**config.mk**
```make
export PLATFORM = sky130hd
export DESIGN_NAME = sub64_serial
export DESIGN_NICKNAME = d
export VERILOG_FILES = /design/src/rtl/sub64_serial.sv
export SDC_FILE = /design/constraint.sdc
export NUM_CORES = 1
export LEC_CHECK = 0
export ABC_AREA = 1
export BUFFER_PORTS_ARGS = -buffer_cell sky130_fd_sc_hd__buf_2
export CAP_MARGIN = 15
export CORE_ASPECT_RATIO = 0.8
export CORE_UTILIZATION = 56
export DETAILED_ROUTE_END_ITERATION = 7
export PLACE_DENSITY = 0.88
export SLEW_MARGIN = 20
export SYNTH_ARGS = -nofsm -noshare
export SYNTH_HDL_FRONTEND = slang
export SYNTH_SLANG_ARGS = --single-unit
```
**constraint.sdc**
```tcl
create_clock -name clk -period 3.7 [get_ports clk]
set_input_delay 0.37 -clock clk [delete_from_list [all_inputs] [get_ports clk]]
set_output_delay 0.37 -clock clk [all_outputs]
set_load 0.05 [all_outputs]
```
**src/rtl/sub64_serial.sv**
```systemverilog
// sub64_serial
// Sequential 64-bit subtractor: DIFF = A - B - bin, computed as two 32-bit
// halves on consecutive cycles through one shared 32-bit adder. The borrow
// from the lower half is held in a flop and consumed by the upper half.
//
// Ports
//   clk    in   1   clock, rising edge
//   rst    in   1   synchronous active-high reset
//   start  in   1   request, sampled in IDLE or DONE only
//   A      in  64   minuend, captured on an accepted start
//   B      in  64   subtrahend, captured on an accepted start
//   bin    in   1   borrow-in, captured on an accepted start
//   busy   out  1   high in LOW and HIGH
//   done   out  1   one-cycle pulse, result and flags valid
//   DIFF   out 64   (A - B - bin) mod 2^64
//   bout   out  1   unsigned borrow-out (A < B + bin)
//   zero   out  1   DIFF == 0
//   ovf    out  1   signed overflow
//
// state | meaning
// IDLE  | waiting for start
// LOW   | lower half subtract, borrow registered
// HIGH  | upper half subtract, flags registered
// DONE  | result valid; start here launches the next operation

module sub64_serial (
    input  logic        clk,
    input  logic        rst,
    input  logic        start,
    input  logic [63:0] A,
    input  logic [63:0] B,
    input  logic        bin,
    output logic        busy,
    output logic        done,
    output logic [63:0] DIFF,
    output logic        bout,
    output logic        zero,
    output logic        ovf
);

    localparam logic [1:0] ST_IDLE = 2'd0;
    localparam logic [1:0] ST_LOW  = 2'd1;
    localparam logic [1:0] ST_HIGH = 2'd2;
    localparam logic [1:0] ST_DONE = 2'd3;

    logic [1:0]  state_q,  state_d;
    logic [63:0] a_q,      a_d;
    logic [63:0] b_q,      b_d;
    logic        bin_q,    bin_d;
    logic        borrow_q, borrow_d;
    logic [63:0] diff_q,   diff_d;
    logic        bout_q,   bout_d;
    logic        zero_q,   zero_d;
    logic        ovf_q,    ovf_d;

    // Shared 32-bit datapath: subtraction as a + ~b + ~borrow, so the
    // carry-out is the inverted borrow-out.
    logic        sel_hi;
    logic [31:0] op_a;
    logic [31:0] op_b;
    logic        op_cin;
    logic [32:0] sum;
    logic        accept;

    assign sel_hi = (state_q == ST_HIGH);
    assign op_a   = sel_hi ? a_q[63:32] : a_q[31:0];
    assign op_b   = sel_hi ? b_q[63:32] : b_q[31:0];
    assign op_cin = sel_hi ? ~borrow_q  : ~bin_q;
    assign sum    = {1'b0, op_a} + {1'b0, ~op_b} + {32'd0, op_cin};

    assign accept = start && ((state_q == ST_IDLE) || (state_q == ST_DONE));

    always_comb begin
        state_d  = state_q;
        a_d      = a_q;
        b_d      = b_q;
        bin_d    = bin_q;
        borrow_d = borrow_q;
        diff_d   = diff_q;
        bout_d   = bout_q;
        zero_d   = zero_q;
        ovf_d    = ovf_q;

        if (accept) begin
            a_d   = A;
            b_d   = B;
            bin_d = bin;
        end

        case (state_q)
            ST_IDLE: begin
                if (accept) begin
                    state_d = ST_LOW;
                end
            end
            ST_LOW: begin
                diff_d[31:0] = sum[31:0];
                borrow_d     = ~sum[32];
                state_d      = ST_HIGH;
            end
            ST_HIGH: begin
                diff_d[63:32] = sum[31:0];
                bout_d        = ~sum[32];
                zero_d        = (diff_q[31:0] == 32'd0) && (sum[31:0] == 32'd0);
                // Operands of opposite sign and a result whose sign differs
                // from the minuend means the signed result wrapped.
                ovf_d         = (a_q[63] ^ b_q[63]) & (sum[31] ^ a_q[63]);
                state_d       = ST_DONE;
            end
            ST_DONE: begin
                state_d = accept ? ST_LOW : ST_IDLE;
            end
            default: begin
                state_d = ST_IDLE;
            end
        endcase
    end

    always_ff @(posedge clk) begin
        if (rst) begin
            state_q  <= ST_IDLE;
            a_q      <= 64'd0;
            b_q      <= 64'd0;
            bin_q    <= 1'b0;
            borrow_q <= 1'b0;
            diff_q   <= 64'd0;
            bout_q   <= 1'b0;
            zero_q   <= 1'b0;
            ovf_q    <= 1'b0;
        end else begin
            state_q  <= state_d;
            a_q      <= a_d;
            b_q      <= b_d;
            bin_q    <= bin_d;
            borrow_q <= borrow_d;
            diff_q   <= diff_d;
            bout_q   <= bout_d;
            zero_q   <= zero_d;
            ovf_q    <= ovf_d;
        end
    end

    assign busy = (state_q == ST_LOW) || (state_q == ST_HIGH);
    assign done = (state_q == ST_DONE);
    assign DIFF = diff_q;
    assign bout = bout_q;
    assign zero = zero_q;
    assign ovf  = ovf_q;

endmodule

```
# Word level (Yosys, flattened, before mapping)
# Index checks and enable logic that the tools add are counted.
# word_totals
out_inout_bits	69
ff_bits	199
inputBits	132
# classes
addsub	2
eq_ne	4
muxes	6
reduce_logical	7
bitwise	7
# op_table
cell	count
$logic_not 32->1	2
$mux 32	2
$add 32x32->33	1
$add 33x1->33	1
$not 32->32	1
$pmux 2 s4	1
$eq 2x2->1 const B	2
$not 1->1	3
$eq 2x1->1 const B	1
$logic_and 1x1->1	2
$logic_not 2->1	1
$logic_or 1x1->1	2
$mux 1	2
$mux 2	1
$ne 2x2->1 const B	1
$xor 1x1->1	2
$and 1x1->1	1

# Longest topological paths before layout
# Gate-level depths: netlist of run 1.
# depth
word_depth	7
mapped_depth	25

# Worst setup path after synthesis of run 1
# Ideal clock, no wire load.
# synth_timing
kind	flip-flop to flip-flop
from	reg state_q[0]
to	reg zero_q, in the netlist zero
required_ps	3633
synth_period_minus_slack_ps	3271
path_stages_with_launch	22
t_arrival_ps	3204
setup_slack_ps	429
setup_ps	67
cell_sequence	dfxtp_1 -> inv_1 -> ha_1 -> clkbuf_1 -> clkbuf_1 -> clkbuf_1 -> nand2_1 -> nand2_1 -> fa_1 -> inv_1 -> fa_1 -> nand2_1 -> nand2_1 -> nand3_1 -> nand2_1 -> xnor2_1 -> nand3_1 -> nor2_1 -> nand3_1 -> nor2_1 -> nand3_1 -> a21oi_2
# synth_via
elab_chain_len	7
word_cells_on_any_way	9
cone_classes	2 x add/sub; 1 x eq/ne; 3 x mux; 1 x bitwise; 2 x reduce/logical
# synth_rtl
element	line	source
start: declaration	46	logic [1:0] state_q, state_d;
start signal: assignment	131	state_q <= state_d;
$eq 2x2->1 *	65, 90	
$mux 32	67	assign op_b = sel_hi ? b_q[63:32] : b_q[31:0];
$not 32->32	69	assign sum = {1'b0, op_a} + {1'b0, ~op_b} + {32'd0, op_cin};
$add 32x32->33	69	
$add 33x1->33	69	
$logic_not 32->1	104	zero_d = (diff_q[31:0] == 32'd0) && (sum[31:0] == 32'd0);
$logic_and 1x1->1	104	
end signal: assignment	138	zero_q <= zero_d;
end: declaration	53	logic zero_q, zero_d;
# Every way passes the cells marked *; elsewhere a longest branch is shown, timed or not.
# A chain may end at the register's enable or synchronous reset.

# Final worst setup path of run 1
# Ends and elaborated chain as after synthesis.

==> results of run 1 <==
==> synth_stat cells (all sizes together) (2+ instances only) <==
cell type / number
ha: 36
nand3b: 4
nand2: 381
o211ai: 26
nand3: 48
fa: 2
buf: 10
mux2i: 31
a21oi: 43
xnor2: 4
nand4: 12
xor2: 3
o21ai: 177
nor2: 376
dfxtp: 199
and2: 4
inv: 201
clkinv: 2
clkbuf: 65
nor3: 4
==> worst max-delay path: stages (launching register included) <==
cell,delay [ps]
dfxtp_1,360
inv_1,160
ha_4,210
buf_16,200
mux2i_2,280
fa_1,200
inv_1,80
fa_1,440
nand2_1,90
nand2_1,90
nand3_1,80
nand2_1,140
xnor2_1,300
nand3_1,130
nor2_1,180
nand3_1,120
nor2_1,110
nand3_1,90
a21oi_2,130
==> cells by family after synthesis <==
kind of cell    after synthesis  share of synthesized area [%]
compound gates              249                           12.6
xor+xnor                      7                          0.585
fa+ha+maj                    38                           4.68
buf+inv                     278                           10.0
flops                       199                           38.0
mux                          31                           2.96
simple gates                830                           31.1
==> flip-flops by register name, summed over array words and instances, names as in the netlist <==
name,cells
borrow_q,1
a_q,64
bout,1
state_q,2
zero,1
bin_q,1
ovf,1
b_q,64
DIFF,64
==> cell type report <==
cell class	count	area [µm²]
inverters	203	769
repair buffers	214	1170
flip-flops and latches	199	3980
clock inverters	12	128
well taps	253	317
fillers	1587	5920
clock buffers	20	467
multi-input cells	1155	5470
==> routing by layer <==
metal / global-route usage (%) / routed length, µm / vias up
li1: - / - / 5405
met1: 39.5 / 12600 / 4881
met2: 51.5 / 13700 / 480
met3: 5.39 / 2420 / 63
met4: 11.8 / 705 / 0
met5: 0 / 0 / -
==> what timing repair did <==
action                                  CTS  global route
gates resized for setup                   0             6
endpoints found under the setup margin    0             2
buffers inserted                          0             1
==> per-stage QoR <==
stage / setup slack, ps / util, % / std cells / area, µm²
final: 224 / 67.5 / 2056 / 12300
after floorplan: 429 / - / 1632 / 10500
after global routing: 21.9 / 67.5 / 2056 / 12300
after detailed placement: 315 / 64.0 / 2022 / 11700
after global placement: 344 / 64.0 / 2022 / 11700
after CTS: 236 / 67.2 / 2054 / 12200
==> worst paths after layout <==
| path | end | slack [ps] | start |
|---|---|---|---|
| setup / recovery | zero | 220 | state_q[0] |
| hold / removal | a_q[7] | 150 | A[7] |
| setup reg to reg | zero | 220 | state_q[0] |
| hold reg to reg | DIFF[37] | 480 | DIFF[37] |
==> results.md, run 1 <==
* Run status: complete, no violations
* Via count at 10829
* Skew final at 10.6 ps
* Worst Reg-to-Reg Cells at 18
* Mapped Cells at 1632
* Syn_nets at 1802
* Pin count of the biggest net entering global routing at 128
* Grt total ovfl at 0
* GRT Util Overall at 30.8%
* Max Root-Sink Buffers at 2
* Routed len/inst at 14.3 µm
* First-pass GRT wire length at 47700 µm
* Startpoint types: register
* Die Area at 19300 µm²
* CTS tree: done
* Distinct cell type count after synthesis at 30
* Core Area at 18200 µm²
* RD Place Congestion at 1.05
* Via density at 5.27
* ANT nets after route at 0
* Worst-path fanout max at 24
* DIE HEIGHT at 124 µm
* Top Ports at 201
* Critical path class: reg -> reg
* Worst hold path stage count at 3
* Area leader, netlist: dfxtp_1
* WP data required at 4080 ps
* Worst-Skew Late Latency at 440 ps
* Relative slew slack at 29.7%
* Final worst path period share at 93.9%
* Max-cap violations at 0
* CP Data Arrival Time at 3850 ps
* RSZ-0062 raised after global routing: false
* Reg clk slew, reported paths at 70 ps
* Synth Warn # at 0
* Row count at 44
* Share of layout cells above drive strength 1 at 14.6%
* Top_reg_cell synth: dfxtp_1
* Sequential area share after synthesis at 38.0%
* CTS H-Tree Depth at 4
* Post-Synthesis Cell Area at 10500 µm²
* DRT Wirelength at 29500 µm
* Post-synthesis register bit count at 199
* Min Hold Slack at 146 ps
* Clk root buf: clkbuf_16
* Crit. End Element: register
* Fin. Hold Viols at 0
* IO Port Bufs at 200
* Initial Util at 57.5%
* Syn avg cell area at 6.42 µm²
* Synth top area share at 38.0%
* Fin crit period at 3480 ps
* Vias in the first global route at 10175
* First DRT Iteration DRCs at 1059
* Post-synth ARST share at 0%
* Hold Path Class: in -> reg
* # hold bufs at CTS at 0
* # setup viols final at 0
* Diodes inserted at 0
* Number of synthesized flops with an enable pin at 0
* Die X at 155 µm
* # clock sinks at 199
* F_max at 288 MHz
* Commonest non-fill, non-tap cell in the layout: nand2_1
* Area grow syn2layout at 17.5%
* Synth area leaders: dfxtp_1, nand2_1, nor2_1
* Final #Nets at 1960
* DP Wirelength at 21200 µm
* Initial antenna violation count at 0
* Most frequent cells in the layout: nand2_1, nor2_1, inv_1, buf_2, dfxtp_1
* Worst Tran Pin Value at 1050 ps
* Remaining DRCs at 0
* CTS buffer count at 17
* Slew Limit Fails at 0
* Drt pass-1 iters at 8
* Total Neg Setup Slack at 0 ps
Power of run 1 is not shown: default switching activity piles up to over one toggle a cycle in this logic, so the estimate is an artifact.
==> run 2: changes to the inputs <==
CORE_MARGIN = 1.5   (was unset)
SKIP_CTS_REPAIR_TIMING = 1   (was unset)
==> results.md, run 2 (synthesis gave the netlist of run 1 again) <==
* Remaining DRCs at 0 (unchanged)
* Hold Path Class: in -> reg
* Diodes inserted at 0 (unchanged)
* Clk root buf: clkbuf_16
* Worst-Skew Late Latency at 440 ps (about the same)
* Grt total ovfl at 0 (unchanged)
* Initial Util at 57.5% (unchanged)
* First-pass GRT wire length at 47500 µm (-0.48%)
* RSZ-0062 raised after global routing: false
* Final #Nets at 1957 (-0.15%)
* Die X at 156 µm (+0.65%)
* Max Root-Sink Buffers at 2 (unchanged)
* Total Neg Setup Slack at 0 ps (unchanged)
* First DRT Iteration DRCs at 1065 (+0.57%)
* Crit. End Element: register
* Core Area at 18200 µm² (unchanged)
* Top Ports at 201 (unchanged)
* ANT nets after route at 0 (unchanged)
* DRT Wirelength at 29200 µm (-0.94%)
* Vias in the first global route at 10090 (-0.84%)
* GRT Util Overall at 30.1% (-0.71 points)
* Die Area at 19500 µm² (+1.5%)
* F_max at 288 MHz (about the same)
* CP bufs+invs at 5 (+2)
* Reg clk slew, reported paths at 80 ps (about the same)
* Relative slew slack at 30.3% (+0.63 points)
* Worst-path fanout max at 27 (+13%)
* Initial antenna violation count at 0 (unchanged)
* Startpoint types: register
* Routed len/inst at 14.2 µm (-0.80%)
* Top cell family by delay on the critical path: simple AND/OR/NAND/NOR gates
* Max-cap violations at 0 (unchanged)
* IO Port Bufs at 200 (unchanged)
* Row count at 44 (unchanged)
* DIE HEIGHT at 125 µm (+0.80%)
* Fin crit period at 3470 ps (-1.32 ps)
* # setup viols final at 0 (unchanged)
* CTS tree: done
* Critical path cell sequence: inv_2, ha_4, clkinvlp_4, buf_12, nand2_1, nand2_1, fa_1, inv_1, fa_2, inv_1, nand3_1, nor2_1, nand3_1, nor2_1, nand3_1, nor2_1, nand3_1, nor2_1, nand3_1, a21oi_2
* Commonest non-fill, non-tap cell in the layout: nand2_1
* DP Wirelength at 20900 µm (-1.2%)
* Drt pass-1 iters at 6 (-2)
* Crit-path max cell delay at 450 ps (about the same)
* Fin. Hold Viols at 0 (unchanged)
* Skew final at 10.3 ps (-0.311 ps)
* CTS buffer count at 17 (unchanged)
* Run status: complete, no violations
* Share of layout cells above drive strength 1 at 14.3% (-0.31 points)
* CP Data Arrival Time at 3850 ps (about the same)
* # clock sinks at 199 (unchanged)
* Via count at 10659 (-1.6%)
* Most frequent cells in the layout: nand2_1, nor2_1, buf_2
* Worst Tran Pin Value at 1050 ps (-9.43 ps)
* Area grow syn2layout at 16.8%
* Via density at 5.19 (-1.4%)
* Final worst path period share at 93.9% (about the same)
* WP data required at 4070 ps (about the same)
* CP max-delay cell: fa_2
* Critical path class: reg -> reg
* RD Place Congestion at 1.02 (-2.8%)
* Pin count of the biggest net entering global routing at 149 (+16%)
* Slew Limit Fails at 0 (unchanged)
* CP dominant cell by count: nand3_1
* CTS H-Tree Depth at 4 (unchanged)
* Layout fillers at 1568 (-1.2%)
## run 2: layout make-up
cell class	instances	area, µm²	share of cell area [%]
Inverter	203	769	6.29
Clock buffer	20	457	3.73
Timing Repair Buffer	211	1140	9.34
Multi-Input combinational cell	1155	5460	44.6
Tap cell	253	317	2.59
Sequential cell	199	3980	32.6
Clock inverter	12	104	0.849
## run 2: metal layers
metal,vias to the layer above,share of wire [%],track usage [%]
li1,5406,-,-
met1,4827,44,38.3
met2,380,47,52.0
met3,46,6.2,4.82
met4,0,2.0,9.52
met5,-,0,0
## run 2: path summary, 6_finish.rpt
| path | from | endpoint | slack, ps | cells after the start |
|---|---|---|---|---|
| setup / recovery | state_q[0] | zero | 230 | 20 |
| hold / removal | A[18] | a_q[18] | 150 | 3 |
| setup reg to reg | state_q[0] | zero | 230 | 20 |
| hold reg to reg | a_q[63] | a_q[63] | 480 | 2 |
## run 2: stage by stage
step           hold WS [ps]  std cells  area, µm²  setup WS [ps]  utilization [%]
3_3_place_gp            456       2020      11600            462             63.9
2_1_floorplan           445       1632      10500            429                -
6_report                146       2053      12200            226             67.1
5_1_grt                 150       2053      12200           17.4             67.1
3_5_place_dp            466       2020      11600            377             63.9
4_1_cts                 144       2052      12200            341             67.0
## run 2: worst min-delay path, delay by kind of cell
family                 cells  cell delay, ps
buffers and inverters      1              70
AND/OR/NAND/NOR            2             110
Power of run 2 is left out for the same reason.
==> run 3: changes to the inputs <==
BUFFER_PORTS_ARGS = -buffer_cell sky130_fd_sc_hd__buf_4   (was -buffer_cell sky130_fd_sc_hd__buf_2)
==> results.md, run 3 (synthesis gave the netlist of run 1 again) <==
* CP Data Arrival Time at 3850 ps (about the same)
* Total Neg Setup Slack at 0 ps (unchanged)
* Relative slew slack at 44.0% (+14 points)
* Die X at 156 µm (unchanged)
* Max-cap violations at 0 (unchanged)
* Initial Util at 57.5% (unchanged)
* Share of layout cells above drive strength 1 at 16.0% (+1.8 points)
* Hold Path Sink: a_q[18]
* CTS buffer count at 17 (unchanged)
* Worst Tran Pin Value at 840 ps (-206 ps)
* Top Ports at 201 (unchanged)
* CP startpoint: state_q[0]
* Layout fillers at 1502 (-4.2%)
* Die Area at 19500 µm² (unchanged)
* HP Start: A[18]
* Worst r2r src: state_q[0]
* First DRT Iteration DRCs at 1050 (-1.4%)
* Min Hold Slack at 135 ps (-11.1 ps)
* Slew Limit Fails at 0 (unchanged)
* Max Root-Sink Buffers at 2 (unchanged)
* Via count at 11000 (+3.2%)
* Fin. Hold Viols at 0 (unchanged)
* DIE HEIGHT at 125 µm (unchanged)
* Worst Reg-to-Reg Cells at 18 (-10%)
* Area grow syn2layout at 24.1%
* ANT nets after route at 0 (unchanged)
* Skew final at 14.1 ps (+3.78 ps)
* Crit. End Element: register
* CTS H-Tree Depth at 4 (unchanged)
* GRT Util Overall at 32.6% (+2.5 points)
* RSZ-0062 raised after global routing: false
* Final #Nets at 1989 (+1.6%)
* Clk root buf: clkbuf_16
* F_max at 288 MHz (about the same)
* Critical path class: reg -> reg
* Worst hold path stage count at 3 (unchanged)
* DRT Wirelength at 31300 µm (+7.4%)
* # setup viols final at 0 (unchanged)
* Reg clk slew, reported paths at 80 ps (about the same)
* Routed len/inst at 15.0 µm (+5.8%)
* Fin crit period at 3470 ps (-2.29 ps)
* Remaining DRCs at 0 (unchanged)
* Run status: complete, no violations
* First-pass GRT wire length at 50900 µm (+7.2%)
* Final worst path period share at 93.8% (about the same)
* Grt total ovfl at 0 (unchanged)
* Worst-path fanout max at 7 (-74%)
* RD Place Congestion at 0.929 (-8.8%)
* Startpoint types: register
* CTS tree: done
* IO Port Bufs at 200 (unchanged)
* Vias in the first global route at 10415 (+3.2%)
* Via density at 5.28 (+1.6%)
* Diodes inserted at 0 (unchanged)
* Worst-Skew Late Latency at 450 ps (about the same)
* Core Area at 18200 µm² (unchanged)
* Initial antenna violation count at 0 (unchanged)
* Row count at 44 (unchanged)
* Most frequent cells in the layout: nand2_1, nor2_1, buf_4
* Reg-to-reg endpoint: zero
* Drt pass-1 iters at 6 (unchanged)
* Commonest non-fill, non-tap cell in the layout: nand2_1
* WP data required at 4080 ps (about the same)
* # clock sinks at 199 (unchanged)
* Reg-to-reg setup timing slack at 230 ps (about the same)
* Pin count of the biggest net entering global routing at 108 (-28%)
* Hold Path Class: in -> reg
* DP Wirelength at 23200 µm (+11%)
run 3: cell count changes in the layout (fill, tap and decap cells not counted), moves of 4 or more:
cell	previous run	this run
buf_2	200	0
clkinv_8	0	5
nor2_2	0	4
buf_4	6	240
nor2_1	375	371
inv_6	5	1
run 3: layout make-up:
| type | instances | area [µm²] | share of cell area, % |
|---|---|---|---|
| Inverter | 203 | 768 | 5.91 |
| Tap cell | 253 | 317 | 2.43 |
| Clock inverter | 15 | 193 | 1.48 |
| Sequential cell | 199 | 3980 | 30.6 |
| Clock buffer | 17 | 425 | 3.27 |
| Timing Repair Buffer | 243 | 1840 | 14.1 |
| Multi-Input combinational cell | 1155 | 5480 | 42.2 |
run 3: routing by layer:
metal	global-route usage (%)	wire length (µm)
met3	5.62	2240
met5	0	0
met4	10.0	643
met2	54.6	14600
met1	43.0	13900
run 3: worst max path at each step:
stage	endpoint	slack, ps	cells after the start
floorplan	zero	430	21
global placement	zero	180	20
detailed placement	zero	250	20
CTS	zero	200	18
global route	zero	10	18
finish	zero	230	18
run 3: worst max-delay path, cell delays in order (launching register included):
cell and delay [ps]:
dfxtp_1 350, inv_1 150, ha_4 220, buf_4 180, mux2i_1 270, fa_1 220
inv_1 110, fa_1 460, nand2_1 100, nand2_1 70, nand3_1 80, nand2_1 170
xnor2_2 290, nand3_1 110, nor2_1 170, nand3_1 130, nor2_1 120, nand3_1 80
a21oi_2 120
run 3: stage by stage:
step | cells | utilization (%) | cell area (µm²) | worst slack (ps)
floorplan | 1632 | - | 10500 | 429
global placement | 2053 | 67.8 | 12300 | 184
detailed placement | 2053 | 67.8 | 12300 | 249
CTS | 2085 | 71.2 | 13000 | 201
global route | 2085 | 71.4 | 13000 | 11.8
finish | 2085 | 71.4 | 13000 | 228
Power of run 3 is left out for the same reason.
